==> config.mk <==
export PLATFORM = sky130hd
export DESIGN_NAME = action_selector_flat
export DESIGN_NICKNAME = d
export VERILOG_FILES = /design/src/rtl/q_learn_pkg.sv /design/src/rtl/action_selector_if.sv /design/src/rtl/lfsr16.sv /design/src/rtl/action_selector.sv /design/src/flat_wrapper.sv
export SDC_FILE = /design/constraint.sdc
export NUM_CORES = 1
export LEC_CHECK = 0
export BUFFER_PORTS_ARGS = -buffer_cell sky130_fd_sc_hd__buf_2
export CORE_UTILIZATION = 45
export DETAILED_ROUTE_END_ITERATION = 10
export GPL_TIMING_DRIVEN = 0
export PLACE_DENSITY = 0.66
export SLEW_MARGIN = 25
export SYNTH_ARGS = -nofsm -noshare
export SYNTH_HDL_FRONTEND = slang
export SYNTH_SLANG_ARGS = --single-unit
==> constraint.sdc <==
create_clock -name clk -period 7.9 [get_ports clk]
set_input_delay 1.58 -clock clk [delete_from_list [all_inputs] [get_ports clk]]
set_output_delay 1.58 -clock clk [all_outputs]
set_load 0.05 [all_outputs]
==> src/rtl/q_learn_pkg.sv <==
// q_learn_pkg: shared widths, action encoding, LFSR taps and FP32 compare helpers
package q_learn_pkg;
  localparam int ADDR_S_WIDTH = 16;
  localparam int ADDR_Q_WIDTH = 19;
  localparam int DATA_WIDTH = 32;
  localparam logic [2:0] A_L = 3'd0;
  localparam logic [2:0] A_LU = 3'd1;
  localparam logic [2:0] A_U = 3'd2;
  localparam logic [2:0] A_UR = 3'd3;
  localparam logic [2:0] A_R = 3'd4;
  localparam logic [2:0] A_RD = 3'd5;
  localparam logic [2:0] A_D = 3'd6;
  localparam logic [2:0] A_DL = 3'd7;
  localparam logic [15:0] LFSR_TAPS = 16'hB400;
  typedef enum logic [2:0] {IDLE, DECIDE, READ, DRAIN, OUT} sel_state_t;
  // -0 is folded onto +0 so both zeros map to the same key
  function automatic logic [31:0] fp32_key(input logic [31:0] b);
    logic [31:0] z;
    z = (b[30:0] == 31'd0) ? 32'd0 : b;
    return z[31] ? ~z : z ^ 32'h8000_0000;
  endfunction
  function automatic logic fp32_is_nan(input logic [31:0] b);
    return (b[30:23] == 8'hFF) && (b[22:0] != 23'd0);
  endfunction
  function automatic logic [15:0] lfsr16_next(input logic [15:0] v);
    return {1'b0, v[15:1]} ^ (v[0] ? LFSR_TAPS : 16'h0);
  endfunction
endpackage

==> src/rtl/action_selector_if.sv <==
// action_selector_if: state offer, Q-table read port and action handshake
interface action_selector_if;
  import q_learn_pkg::*;
  logic [ADDR_S_WIDTH-1:0] state_i;
  logic state_valid;
  logic state_ready;
  logic [15:0] epsilon_thr;
  logic q_rd_en;
  logic [ADDR_Q_WIDTH-1:0] q_rd_addr;
  logic [DATA_WIDTH-1:0] q_rd_data;
  logic [2:0] action_o;
  logic action_valid;
  logic action_ready;
  logic explore_o;
  logic [31:0] explore_cnt;
  modport master (
    output state_i, state_valid, epsilon_thr, q_rd_data, action_ready,
    input state_ready, q_rd_en, q_rd_addr, action_o, action_valid, explore_o, explore_cnt
  );
  modport slave (
    input state_i, state_valid, epsilon_thr, q_rd_data, action_ready,
    output state_ready, q_rd_en, q_rd_addr, action_o, action_valid, explore_o, explore_cnt
  );
endinterface

==> src/rtl/lfsr16.sv <==
// lfsr16: 16-bit Galois LFSR that advances only when step is high
module lfsr16
  import q_learn_pkg::*;
#(
  parameter logic [15:0] SEED = 16'hACE1
) (
  input  logic clk,
  input  logic rst_n,
  input  logic step,
  output logic [15:0] value
);
  always_ff @(posedge clk or negedge rst_n)
    if (!rst_n) value <= SEED;
    else if (step) value <= lfsr16_next(value);
endmodule

==> src/rtl/action_selector.sv <==
// action_selector: epsilon-greedy action choice, random explore or argmax over Q(s,0..7)
module action_selector
  import q_learn_pkg::*;
#(
  parameter int RD_LAT = 1,
  parameter logic [15:0] LFSR_SEED = 16'hACE1
) (
  input logic clk,
  input logic rst_n,
  action_selector_if.slave bus
);
  sel_state_t st;
  logic [ADDR_S_WIDTH-1:0] s_q;
  logic [15:0] thr_q, lfsr, lfsr_nxt;
  logic [2:0] cnt, best_a;
  logic [31:0] best_key, key;
  logic best_v, exp_q, hit;
  logic [RD_LAT-1:0] tag_v;
  logic [RD_LAT-1:0][2:0] tag_a;
  lfsr16 #(.SEED(LFSR_SEED)) u_lfsr (.clk(clk), .rst_n(rst_n), .step(st == DECIDE), .value(lfsr));
  assign lfsr_nxt = lfsr16_next(lfsr);
  assign key = fp32_key(bus.q_rd_data);
  assign hit = tag_v[RD_LAT-1] && !fp32_is_nan(bus.q_rd_data) && (!best_v || key > best_key);
  // index delay line: tags each returning Q value with the action it was read for
  always_ff @(posedge clk or negedge rst_n)
    if (!rst_n) begin
      tag_v <= '0;
      tag_a <= '0;
    end else begin
      for (int i = RD_LAT - 1; i > 0; i--) begin
        tag_v[i] <= tag_v[i-1];
        tag_a[i] <= tag_a[i-1];
      end
      tag_v[0] <= bus.q_rd_en;
      tag_a[0] <= bus.q_rd_addr[2:0];
    end
  always_ff @(posedge clk or negedge rst_n)
    if (!rst_n) begin
      st <= IDLE;
      s_q <= '0;
      thr_q <= '0;
      cnt <= '0;
      best_a <= '0;
      best_key <= '0;
      best_v <= 1'b0;
      exp_q <= 1'b0;
      bus.state_ready <= 1'b1;
      bus.q_rd_en <= 1'b0;
      bus.q_rd_addr <= '0;
      bus.action_o <= '0;
      bus.action_valid <= 1'b0;
      bus.explore_o <= 1'b0;
      bus.explore_cnt <= '0;
    end else begin
      case (st)
        IDLE:
          if (bus.state_valid) begin
            s_q <= bus.state_i;
            thr_q <= bus.epsilon_thr;
            bus.state_ready <= 1'b0;
            best_v <= 1'b0;
            best_a <= '0;
            st <= DECIDE;
          end
        DECIDE:
          if (lfsr_nxt <= thr_q) begin
            exp_q <= 1'b1;
            best_a <= lfsr_nxt[2:0];
            st <= OUT;
          end else begin
            exp_q <= 1'b0;
            bus.q_rd_en <= 1'b1;
            bus.q_rd_addr <= {s_q, 3'd0};
            st <= READ;
          end
        READ:
          if (bus.q_rd_addr[2:0] == 3'd7) begin
            bus.q_rd_en <= 1'b0;
            cnt <= '0;
            st <= DRAIN;
          end else bus.q_rd_addr[2:0] <= bus.q_rd_addr[2:0] + 3'd1;
        DRAIN:
          if (cnt == 3'(RD_LAT - 1)) st <= OUT;
          else cnt <= cnt + 3'd1;
        OUT:
          // first OUT cycle latches the final choice, then it is offered until taken
          if (!bus.action_valid) begin
            bus.action_valid <= 1'b1;
            bus.action_o <= best_a;
            bus.explore_o <= exp_q;
          end else if (bus.action_ready) begin
            bus.action_valid <= 1'b0;
            bus.state_ready <= 1'b1;
            bus.explore_cnt <= bus.explore_cnt + {31'd0, bus.explore_o};
            st <= IDLE;
          end
        default: st <= IDLE;
      endcase
      if (hit) begin
        best_v <= 1'b1;
        best_key <= key;
        best_a <= tag_a[RD_LAT-1];
      end
    end
endmodule

==> src/flat_wrapper.sv <==
// flat-port wrapper written by rule: the top's interface ports become plain ports
module action_selector_flat import q_learn_pkg::*;
#(
  parameter int RD_LAT = 1,
  parameter logic [15:0] LFSR_SEED = 16'hACE1
)
  (clk, rst_n, bus_state_i, bus_state_valid, bus_epsilon_thr, bus_q_rd_data, bus_action_ready, bus_state_ready, bus_q_rd_en, bus_q_rd_addr, bus_action_o, bus_action_valid, bus_explore_o, bus_explore_cnt);
  action_selector_if bus_i ();
  input logic clk;
  input logic rst_n;
  input wire logic [$bits(bus_i.state_i)-1:0] bus_state_i;
  input wire logic [$bits(bus_i.state_valid)-1:0] bus_state_valid;
  input wire logic [$bits(bus_i.epsilon_thr)-1:0] bus_epsilon_thr;
  input wire logic [$bits(bus_i.q_rd_data)-1:0] bus_q_rd_data;
  input wire logic [$bits(bus_i.action_ready)-1:0] bus_action_ready;
  output wire logic [$bits(bus_i.state_ready)-1:0] bus_state_ready;
  output wire logic [$bits(bus_i.q_rd_en)-1:0] bus_q_rd_en;
  output wire logic [$bits(bus_i.q_rd_addr)-1:0] bus_q_rd_addr;
  output wire logic [$bits(bus_i.action_o)-1:0] bus_action_o;
  output wire logic [$bits(bus_i.action_valid)-1:0] bus_action_valid;
  output wire logic [$bits(bus_i.explore_o)-1:0] bus_explore_o;
  output wire logic [$bits(bus_i.explore_cnt)-1:0] bus_explore_cnt;
  assign bus_i.state_i = bus_state_i;
  assign bus_i.state_valid = bus_state_valid;
  assign bus_i.epsilon_thr = bus_epsilon_thr;
  assign bus_i.q_rd_data = bus_q_rd_data;
  assign bus_i.action_ready = bus_action_ready;
  assign bus_state_ready = bus_i.state_ready;
  assign bus_q_rd_en = bus_i.q_rd_en;
  assign bus_q_rd_addr = bus_i.q_rd_addr;
  assign bus_action_o = bus_i.action_o;
  assign bus_action_valid = bus_i.action_valid;
  assign bus_explore_o = bus_i.explore_o;
  assign bus_explore_cnt = bus_i.explore_cnt;
  action_selector #(.RD_LAT(RD_LAT), .LFSR_SEED(LFSR_SEED)) u_core (.clk(clk), .rst_n(rst_n), .bus(bus_i));
endmodule
==> flow_summary.ini, run 1 <==
[power]
finalPower_mw = 2.67
p_clk_frac = 0.338
pwr-share-comb = 0.269
pwr_density_cell_mw_per_mm2 = 285
p_switching_mw = 0.841
p_sw_frac = 0.315
internal_power_mw = 1.83
cellLeakagePower_nw = 4.65
peakVddDrop_mv = 0.177
p_seq_frac = 0.394

[run]
cap_violations = 0

[floorplanning]
ios = 126
die_w_um = 133
die_h_um = 133
die_area_mm2 = 0.0178
core-area_mm2 = 0.0167
initial_core_util = 0.464
rows = 47

[routing]
via_count = 5383
drcViolationCount = 0
vias_per_cell = 5.00
dr.pass1.iters = 4
antenna_left = 0
initialDrtViolationCount = 217
wl_um = 15600
wire_per_inst_um = 14.5

[worst_hold_path]
hp-start = u_core.bus.q_rd_en$_DFFE_PN0P_
holdPathEnd = u_core.tag_v$_DFF_PN0_
hold-path-cell-count = 0
min_path_type = reg -> reg

[clock_network]
htree_levels = 4
cts_resized = 0
cts_sinks = 153
cts_buffers = 17
postCtsHoldBufs = 0
cts_root_buf = clkbuf_16
clkSlewWorstSetupHoldPaths_ns = 0.07
clock_latency_ns = 0.42
clock_path_buffers = 2
postCtsSetupBuffers = 0
cts_tree = yes

[timing]
period_share = 0.652
slew-limit-headroom = 0.539
worstMarginPinSlew_ns = 0.692
fin_setup_tns_ns = 0
setup_viol = 0
hold_viol_final = 0
fmax_mhz = 194
rsz0062_at_grt = no
clock_skew_ns = 0.0102
min_period_ns = 5.15
slew_violations = 0

[place]
place.gp.congestion = 0.783
hpwl_um = 11300
io_buffers = 125

[global_routing]
grt_pass1_vias = 5483
grt_overflow_total = 0
grt_antenna_before_repair = 0
grt_pass1_wl_um = 26700
track_usage = 0.190
grt_max_degree = 87

[critical_path]
crit_slowest_cell = nor4_1
worstPathRequired_ns = 8.20
rr_worst_depth = 9
critical_path.max_stage_delay_ns = 0.49
critPathKind = in -> reg
r2r_slack_ns = 4.95
worstSetupEndpointType = flop
worst_r2r_endpoint = u_core.bus.q_rd_addr[17]$_DFFE_PN0P_
path_max_fanout = 10
start_kind = primary input
cp.arrival_ns = 5.45
crit_chain = buf_2, nor4_1, nand4_1, nor2_1, and3_1, buf_2, buf_2, nor2_1, ha_1, nand4_1, nor4_1, a221oi_1, a21boi_0, o21ai_2, buf_2, mux2_4
cp_common_cell = buf_2
worstReg2RegStart = u_core.u_lfsr.value[0]$_DFFE_PN1N_

[synthesis]
syn_area_per_cell_um2 = 11.1
ys_warn_count = 0
ys_seq_elements = 153
synth_largest_area_cell = dfrtp_1
syn_area_mm2 = 0.00776
yosys-top-cells-area = dfrtp_1 46%, mux2_2 12%, ha_1 8.7%
synth_cells = 697
synth.distinct_cells = 47
ys_seq_area_frac = 0.495
synthFlopType = dfrtp_1
synth_top_area_share = 0.465
synth_edf_count = 0
synth_nets = 819
synthArstFlopShare = 1.00

[finish]
area_growth_pct = 20.9
antennaDiodeCount = 0
fin_util = 0.561
drive_gt1_frac = 0.315
layout.nets = 965

[outcome]
status = complete, no violations
-- synth_stat cells, types with 2 or more instances --
cell type and n:
nor4_1 9, nor3_1 5, nand4_1 18, and2_0 2, ha_1 54, and2_1 3, clkbuf_1 8, nand2b_1 4
dfrtp_1 144, a21o_1 4, mux2_2 85, nor2_1 49, xor2_1 12, mux2i_1 4, a21oi_1 26, nand3_1 17
dfstp_2 9, a22o_1 3, buf_1 3, and3_1 8, mux2_4 3, xnor2_1 53, and4_1 4, or3_1 2
inv_1 57, nor2b_1 3, buf_2 8, o21ai_0 29, nand2_1 53
-- final cells by class --
| cell class | count | area, µm² |
|---|---|---|
| fillers | 1478 | 7330 |
| plain buffers | 20 | 95.1 |
| clock buffers | 17 | 425 |
| repair buffers | 127 | 691 |
| multi-input cells | 467 | 3610 |
| clock inverters | 15 | 226 |
| flip-flops and latches | 153 | 3840 |
| well taps | 220 | 275 |
| inverters | 57 | 214 |
-- how the worst max path moves through the flow --
stage	from	to	slack (ns)	cells after the start
after floorplan	bus_q_rd_data[10]	u_core.best_key[25]$_DFFE_PN0P_	3.32	15
after global placement	bus_q_rd_data[16]	u_core.best_key[20]$_DFFE_PN0P_	2.35	16
after detailed placement	bus_q_rd_data[16]	u_core.best_key[28]$_DFFE_PN0P_	2.33	16
after CTS	bus_q_rd_data[16]	u_core.best_a[2]$_DFFE_PN0P_	2.75	16
after global routing	bus_q_rd_data[16]	u_core.best_key[18]$_DFFE_PN0P_	2.46	16
final	bus_q_rd_data[16]	u_core.best_a[2]$_DFFE_PN0P_	2.75	16
-- layout by cell type, fill, tap and decap left out, types with 5 or more instances in the layout --
cell type  instances
dfrtp_1          144
dfstp_2            9
nor2_1            49
nor3_1             5
o21ai_0           29
clkbuf_1           8
nand4_1           18
xor2_1            12
nand3_1           17
a21oi_1           26
buf_2            132
xnor2_1           53
mux2_2            85
nor4_1             9
and3_1             8
clkbuf_16         17
nand2_1           53
inv_1             57
ha_1              54
-- worst max-delay path, delay by kind of cell --
family / cells / cell delay (ns)
AOI/OAI and AO/OA: 3 / 0.67
adders and majority gates: 1 / 0.32
buffers and inverters: 4 / 0.85
muxes: 1 / 0.32
and+or+nand+nor: 7 / 1.72
-- per-layer routing --
layer  track usage  wire, µm  up-vias
li1              -         -     2684
met4        0.0455       116        0
met2         0.318      7490      108
met1         0.242      7120     2580
met5             0         0        -
met3        0.0556       864       11
-- power groups by stage --
stage	registers [mW]	clock network, mW	logic (mW)
6_report	1.05	0.901	0.717
5_1_grt	1.08	0.952	0.822
4_1_cts	1.05	0.921	0.728
3_5_place_dp	1.06	0	0.723
3_3_place_gp	1.06	0	0.703
2_1_floorplan	1.11	0	0.484
-- registers in the layout, summed over array words and instances, names as in the netlist --
register and cells:
u_core.bus.state_ready 1, u_core.st 3, u_core.best_key 32, u_core.tag_v 1, u_core.u_lfsr.value 16, u_core.bus.action_o 3
u_core.exp_q 1, u_core.best_v 1, u_core.best_a 3, u_core.bus.explore_o 1, u_core.bus.explore_cnt 32, u_core.bus.action_valid 1
u_core.tag_a 3, u_core.bus.q_rd_en 1, u_core.bus.q_rd_addr 19, u_core.thr_q 16, u_core.s_q 16, u_core.cnt 3
-- cell families (layout without fill, tap and decap cells) --
logic type | count (synthesis) | after routing | share of synthesized area
AOI/OAI and AO/OA | 73 | 73 | 0.0566
xor gates and xnor gates | 65 | 65 | 0.0734
adders and majority gates | 54 | 54 | 0.0871
buffers and inverters | 77 | 236 | 0.0398
DFF | 153 | 153 | 0.495
muxes | 92 | 92 | 0.134
and+or+nand+nor | 183 | 183 | 0.114
-- metrics by stage --
stage | cells | setup WS (ns) | hold slack (ns) | cell area, µm²
global placement | 1042 | 2.35 | 0.405 | 8660
floorplan | 697 | 3.32 | 0.458 | 7760
CTS | 1076 | 2.75 | 0.435 | 9380
global route | 1076 | 2.46 | 0.471 | 9380
finish | 1076 | 2.75 | 0.434 | 9380
detailed placement | 1044 | 2.33 | 0.415 | 8720
Power figures use the tool's default switching activity.
==> inputs of run 2 (changes only) <==
--- a/config.mk
+++ b/config.mk
@@ -9,7 +9,7 @@
 export CORE_UTILIZATION = 45
 export DETAILED_ROUTE_END_ITERATION = 10
 export GPL_TIMING_DRIVEN = 0
-export PLACE_DENSITY = 0.66
+export PLACE_DENSITY = 0.68
 export SLEW_MARGIN = 25
 export SYNTH_ARGS = -nofsm -noshare
 export SYNTH_HDL_FRONTEND = slang
==> constraint.sdc (replaced) <==
create_clock -name clk -period 4.7 [get_ports clk]
set_input_delay 0.94 -clock clk [delete_from_list [all_inputs] [get_ports clk]]
set_output_delay 0.94 -clock clk [all_outputs]
set_load 0.05 [all_outputs]
==> flow_summary.ini, run 2 (synthesis gave the netlist of run 1 again) <==
[finish]
fin_util = 0.559
fin_cells = 1079
drive_gt1_frac = 0.319
layout_commonest_cell = dfrtp_1
antennaDiodeCount = 0
area_growth_pct = 20.4
final_cell_mix = 144 x dfrtp_1, 129 x buf_2, 85 x mux2_2, 57 x inv_1, 54 x ha_1
layout.nets = 968
top_regs = u_core.best_key x32, u_core.bus.explore_cnt x32, u_core.bus.q_rd_addr x19

[timing]
slew_violations = 0
slew-limit-headroom = 0.548
hold_viol_final = 0
hold_ws_ns = 0.434
worstMarginPinSlew_ns = 0.678
rsz0062_at_grt = no
min_period_ns = 4.36
setup_slack_ns = 0.336
fmax_mhz = 229
clock_skew_ns = 0.0108
setup_viol = 0
period_share = 0.928

[global_routing]
track_usage = 0.186
grt_overflow_total = 0
grt_max_degree = 85
grt_pass1_wl_um = 26500
grt_antenna_before_repair = 0
grt_pass1_vias = 5494

[critical_path]
worstSetupEndpointType = flop
cp_top_family = simple AND/OR/NAND/NOR gates
crit_chain = buf_2, nor4_1, nand4_1, nor2_1, and3_1, buf_2, buf_2, nor2_1, ha_1, and4_1, nand4_1, nor3_1, nand4_1, o311a_1, o21ai_4, clkbuf_4, mux2_2
start_kind = primary input
path_buf_inv = 4
worstPathRequired_ns = 5.00
cp.arrival_ns = 4.66
path_max_fanout = 10
crit_slowest_cell = nor3_1
critPathKind = in -> reg
critical_path.max_stage_delay_ns = 0.35

[place]
dp_worst_setup_slack_ns = -0.245
place.gp.congestion = 0.794
place_inst = 1043
hpwl_um = 11100
io_buffers = 125

[floorplanning]
die_area_mm2 = 0.0178
initial_core_util = 0.464
rows = 47
die_w_um = 133
core-area_mm2 = 0.0167
die_h_um = 133
ios = 126

[routing]
initialDrtViolationCount = 193
antenna_left = 0
wire_per_inst_um = 14.0
drcViolationCount = 0
wl_um = 15100
dr.pass1.iters = 4
vias_per_cell = 4.98
via_count = 5369

[power]
finalPower_mw = 4.33
cellLeakagePower_nw = 4.63
peakVddDrop_mv = 0.275
pwr_density_cell_mw_per_mm2 = 464

[clock_network]
clock_path_buffers = 2
cts_buffers = 17
cts_sinks = 153
cts_tree = yes
clock_latency_ns = 0.42
clkSlewWorstSetupHoldPaths_ns = 0.06
htree_levels = 4
cts_root_buf = clkbuf_16

[run]
cap_violations = 0

[outcome]
status = complete, no violations

[worst_hold_path]
min_path_type = reg -> reg
## run 2: stage by stage
stage,area [µm²],TNS [ns]
6_report,9340,0
5_1_grt,9340,0
4_1_cts,9290,0
3_5_place_dp,8700,-6.46
3_3_place_gp,8660,-5.51
2_1_floorplan,7760,0
## run 2: power by group
part	internal, mW	leakage [nW]	switching [mW]	total (mW)
Clock	0.794	0.288	0.564	1.36
Sequential	1.63	2.01	0.138	1.76
Combinational	0.532	2.33	0.679	1.21
Total	2.95	4.63	1.38	4.33
## run 2: area by class of cell
class                   instances  area [µm²]
multi-input cells             467        3620
flip-flops and latches        153        3840
clock buffers                  17         425
fillers                      1427        7360
clock inverters                15         165
repair buffers                130         693
well taps                     220         275
plain buffers                  20         103
inverters                      57         214
## run 2: timing repair
action	in CTS	in global routing
endpoints found under the hold margin	0	0
resized for setup	0	6
hold buffers	0	0
buffers inserted	0	4
endpoints found under the setup margin	0	29
## run 2: worst paths after layout
kind / slack [ns] / start / cells past startpoint / end
max: 0.34 / bus_q_rd_data[16] / 17 / u_core.best_key[22]$_DFFE_PN0P_
min: 0.43 / u_core.bus.q_rd_en$_DFFE_PN0P_ / 0 / u_core.tag_v$_DFF_PN0_
max reg2reg: 1.74 / u_core.u_lfsr.value[0]$_DFFE_PN1N_ / 9 / u_core.bus.q_rd_addr[18]$_DFFE_PN0P_
min reg2reg: 0.43 / u_core.bus.q_rd_en$_DFFE_PN0P_ / 0 / u_core.tag_v$_DFF_PN0_
max in group asynchronous: 3.37 / rst_n / 2 / u_core.bus.state_ready$_DFFE_PN1P_
min in group asynchronous: 0.51 / rst_n / 1 / u_core.best_key[17]$_DFFE_PN0P_
## run 2: worst register-to-register path: stages, from the launching register on
cell	delay, ns
dfstp_2	0.60
xor2_1	0.12
ha_1	0.31
nand4_1	0.15
nor4_1	0.36
a21bo_2	0.28
a31oi_4	0.25
nand2_2	0.22
clkbuf_8	0.26
mux2_2	0.28
## run 2: per-layer routing
layer  share of wire  routed length (µm)  vias up  GRT usage
met4          0.0050                  76        0     0.0417
met1            0.47                7040     2576      0.239
met5               0                   0        -          0
met3           0.054                 813        6     0.0559
li1                -                   -     2690          -
met2            0.48                7200       97      0.310
==> inputs of run 3 (changes only) <==
--- a/config.mk
+++ b/config.mk
@@ -6,11 +6,13 @@
 export NUM_CORES = 1
 export LEC_CHECK = 0
 export BUFFER_PORTS_ARGS = -buffer_cell sky130_fd_sc_hd__buf_2
+export CAP_MARGIN = 20
 export CORE_UTILIZATION = 45
 export DETAILED_ROUTE_END_ITERATION = 10
 export GPL_TIMING_DRIVEN = 0
 export PLACE_DENSITY = 0.68
-export SLEW_MARGIN = 25
+export SLEW_MARGIN = 10
 export SYNTH_ARGS = -nofsm -noshare
 export SYNTH_HDL_FRONTEND = slang
+export SYNTH_HIERARCHICAL = 1
 export SYNTH_SLANG_ARGS = --single-unit
==> flow_summary.ini, run 3 <==
[timing]
clock_skew_ns = 0.00837
rsz0062_at_grt = no
fmax_mhz = 230
hold_viol_final = 0
setup_slack_ns = 0.352
slew_violations = 0
worstMarginPinSlew_ns = 0.803
slew-limit-headroom = 0.465
setup_viol = 0
min_period_ns = 4.35
period_share = 0.925

[synthesis]
synth_cells = 705
syn_area_per_cell_um2 = 11.2
synth.distinct_cells = 49
ys_warn_count = 6
ys_seq_elements = 153
synthArstFlopShare = 1.00
synth_nets = 827
synth.most_common_cell = dfrtp_1
syn_area_mm2 = 0.00790
yosys-top-cells-area = dfrtp_1 46%, mux2_2 9.6%, ha_1 8.6%
synthFlopType = dfrtp_1
synth_edf_count = 0
synth_top_area_share = 0.456
synth_largest_area_cell = dfrtp_1
ys_seq_area_frac = 0.486
synthTopCellsByCount = 144 x dfrtp_1, 67 x mux2_2, 55 x inv_1, 55 x nor2_1

[finish]
top_regs = u_core/best_key x32, u_core/bus.explore_cnt x32, u_core/bus.q_rd_addr x19
antennaDiodeCount = 0
area_growth_pct = 19.7
final_cell_mix = 144 x dfrtp_1, 128 x buf_2, 67 x mux2_2, 55 x inv_1, 55 x nor2_1
layout.nets = 971
drive_gt1_frac = 0.302
layout_commonest_cell = dfrtp_1
fillers = 1481

[global_routing]
grt_pass1_vias = 5481
grt_max_degree = 78
track_usage = 0.190
grt_pass1_wl_um = 26900
grt_overflow_total = 0
grt_antenna_before_repair = 0

[power]
pwr_density_cell_mw_per_mm2 = 647
p_switching_mw = 2.39
peakVddDrop_mv = 0.423
p_sw_frac = 0.391
cellLeakagePower_nw = 4.53
p_clk_frac = 0.222
finalPower_mw = 6.11
internal_power_mw = 3.73
pwr-share-comb = 0.427
p_seq_frac = 0.351

[routing]
drcViolationCount = 0
initialDrtViolationCount = 229
wl_um = 16000
vias_per_cell = 5.09
antenna_left = 0
wire_per_inst_um = 14.7
dr.pass1.iters = 4
via_count = 5530

[critical_path]
start_kind = primary input
worstPathRequired_ns = 5.00
critPathKind = in -> reg
worstSetupEndpointType = flop
rr_worst_depth = 9
path_max_fanout = 10
cp.arrival_ns = 4.65

[clock_network]
clock_latency_ns = 0.42
clkSlewWorstSetupHoldPaths_ns = 0.06
cts_tree = yes
cts_buffers = 17
cts_root_buf = clkbuf_16
clock_path_buffers = 2
htree_levels = 4
cts_sinks = 153
postCtsSetupBuffers = 0

[floorplanning]
core-area_mm2 = 0.0172
die_h_um = 135
die_w_um = 135
ios = 126
die_area_mm2 = 0.0181
rows = 48
initial_core_util = 0.458

[place]
io_buffers = 124
place.gp.congestion = 0.799
dp_worst_setup_slack_ns = -0.615
hpwl_um = 11700

[worst_hold_path]
min_path_type = reg -> reg
hold-path-cell-count = 0

[run]
cap_violations = 0

[outcome]
status = complete, no violations
-- run 3: cell types whose count changed after synthesis, moves of 4 or more --
| cell | previous run | this run |
|---|---|---|
| and4_1 | 4 | 8 |
| clkbuf_1 | 8 | 14 |
| mux2_2 | 85 | 67 |
| a31oi_1 | 0 | 6 |
| nor2_1 | 49 | 55 |
| o211ai_1 | 0 | 5 |
| a21oi_1 | 26 | 21 |
| nand2_1 | 53 | 42 |
| mux2_1 | 0 | 13 |
-- run 3: critical path: stages --
cell      delay (ns)
buf_2           0.12
nor4_2          0.36
nand4_1         0.23
nor3_2          0.31
clkbuf_2        0.28
nor2_1          0.10
ha_1            0.32
nand4_1         0.18
nor4_2          0.40
a21boi_0        0.27
o31ai_2         0.15
a21oi_2         0.28
buf_2           0.32
mux2_2          0.37
-- run 3: metrics by stage --
step                TNS (ns)  cells  area (µm²)  hold slack [ns]   util
detailed placement    -18.63   1055        8840            0.406  0.513
floorplan                  0    705        7900            0.458      -
finish                     0   1087        9450            0.421  0.548
global placement      -19.11   1054        8800            0.396  0.511
global route               0   1087        9450            0.432  0.548
CTS                        0   1087        9440            0.422  0.548
-- run 3: final timing paths --
kind                                               startpoint                             endpoint  slack (ns)
max                                          bus_q_rd_data[0]      u_core/best_key[26]$_DFFE_PN0P_        0.35
min in group asynchronous                               rst_n       u_core/best_key[6]$_DFFE_PN0P_        0.49
min                            u_core/bus.q_rd_en$_DFFE_PN0P_               u_core/tag_v$_DFF_PN0_        0.42
max reg2reg                u_core/u_lfsr/value[0]$_DFFE_PN1P_  u_core/bus.q_rd_addr[7]$_DFFE_PN0P_        1.33
max in group asynchronous                               rst_n   u_core/u_lfsr/value[0]$_DFFE_PN1P_        3.37
min reg2reg                    u_core/bus.q_rd_en$_DFFE_PN0P_               u_core/tag_v$_DFF_PN0_        0.42
-- run 3: kinds of logic (layout without fill, tap and decap cells) --
family,after synthesis,after routing,share of synthesized area
simple gates,182,182,0.120
flops,153,153,0.486
mux,86,86,0.124
compound gates,83,83,0.0670
buf+inv,79,236,0.0423
xor+xnor,68,68,0.0754
fa+ha+maj,54,54,0.0855
-- run 3: area by class of cell --
| type | count | area (µm²) | share of cell area |
|---|---|---|---|
| Buffer | 24 | 131 | 0.0139 |
| Clock buffer | 17 | 425 | 0.0450 |
| Clock inverter | 15 | 161 | 0.0171 |
| Inverter | 55 | 206 | 0.0218 |
| Multi-Input combinational cell | 473 | 3750 | 0.397 |
| Sequential cell | 153 | 3840 | 0.406 |
| Tap cell | 225 | 282 | 0.0298 |
| Timing Repair Buffer | 125 | 658 | 0.0696 |
-- run 3: layer usage --
layer  global-route usage  share of wire  wire length [µm]
met1                0.250           0.46              7410
met2                0.309           0.48              7700
met5                    0              0                 0
met3               0.0571          0.051               814
met4               0.0456         0.0062                99
-- run 3: power by group through the flow --
| stage | Clock [mW] | Sequential (mW) | Combinational, mW |
|---|---|---|---|
| 5_1_grt | 1.45 | 2.22 | 2.89 |
| 3_5_place_dp | 0 | 2.17 | 2.62 |
| 6_report | 1.36 | 2.15 | 2.61 |
| 2_1_floorplan | 0 | 2.49 | 1.66 |
| 4_1_cts | 1.39 | 2.15 | 2.64 |
| 3_3_place_gp | 0 | 2.15 | 2.56 |
-- run 3: timing repair --
action / 4_1_cts / 5_1_grt
hold buffers: 0 / 0
setup endpoints to repair: 30 / 29
resized for setup: 5 / 2
gates cloned: 0 / 0
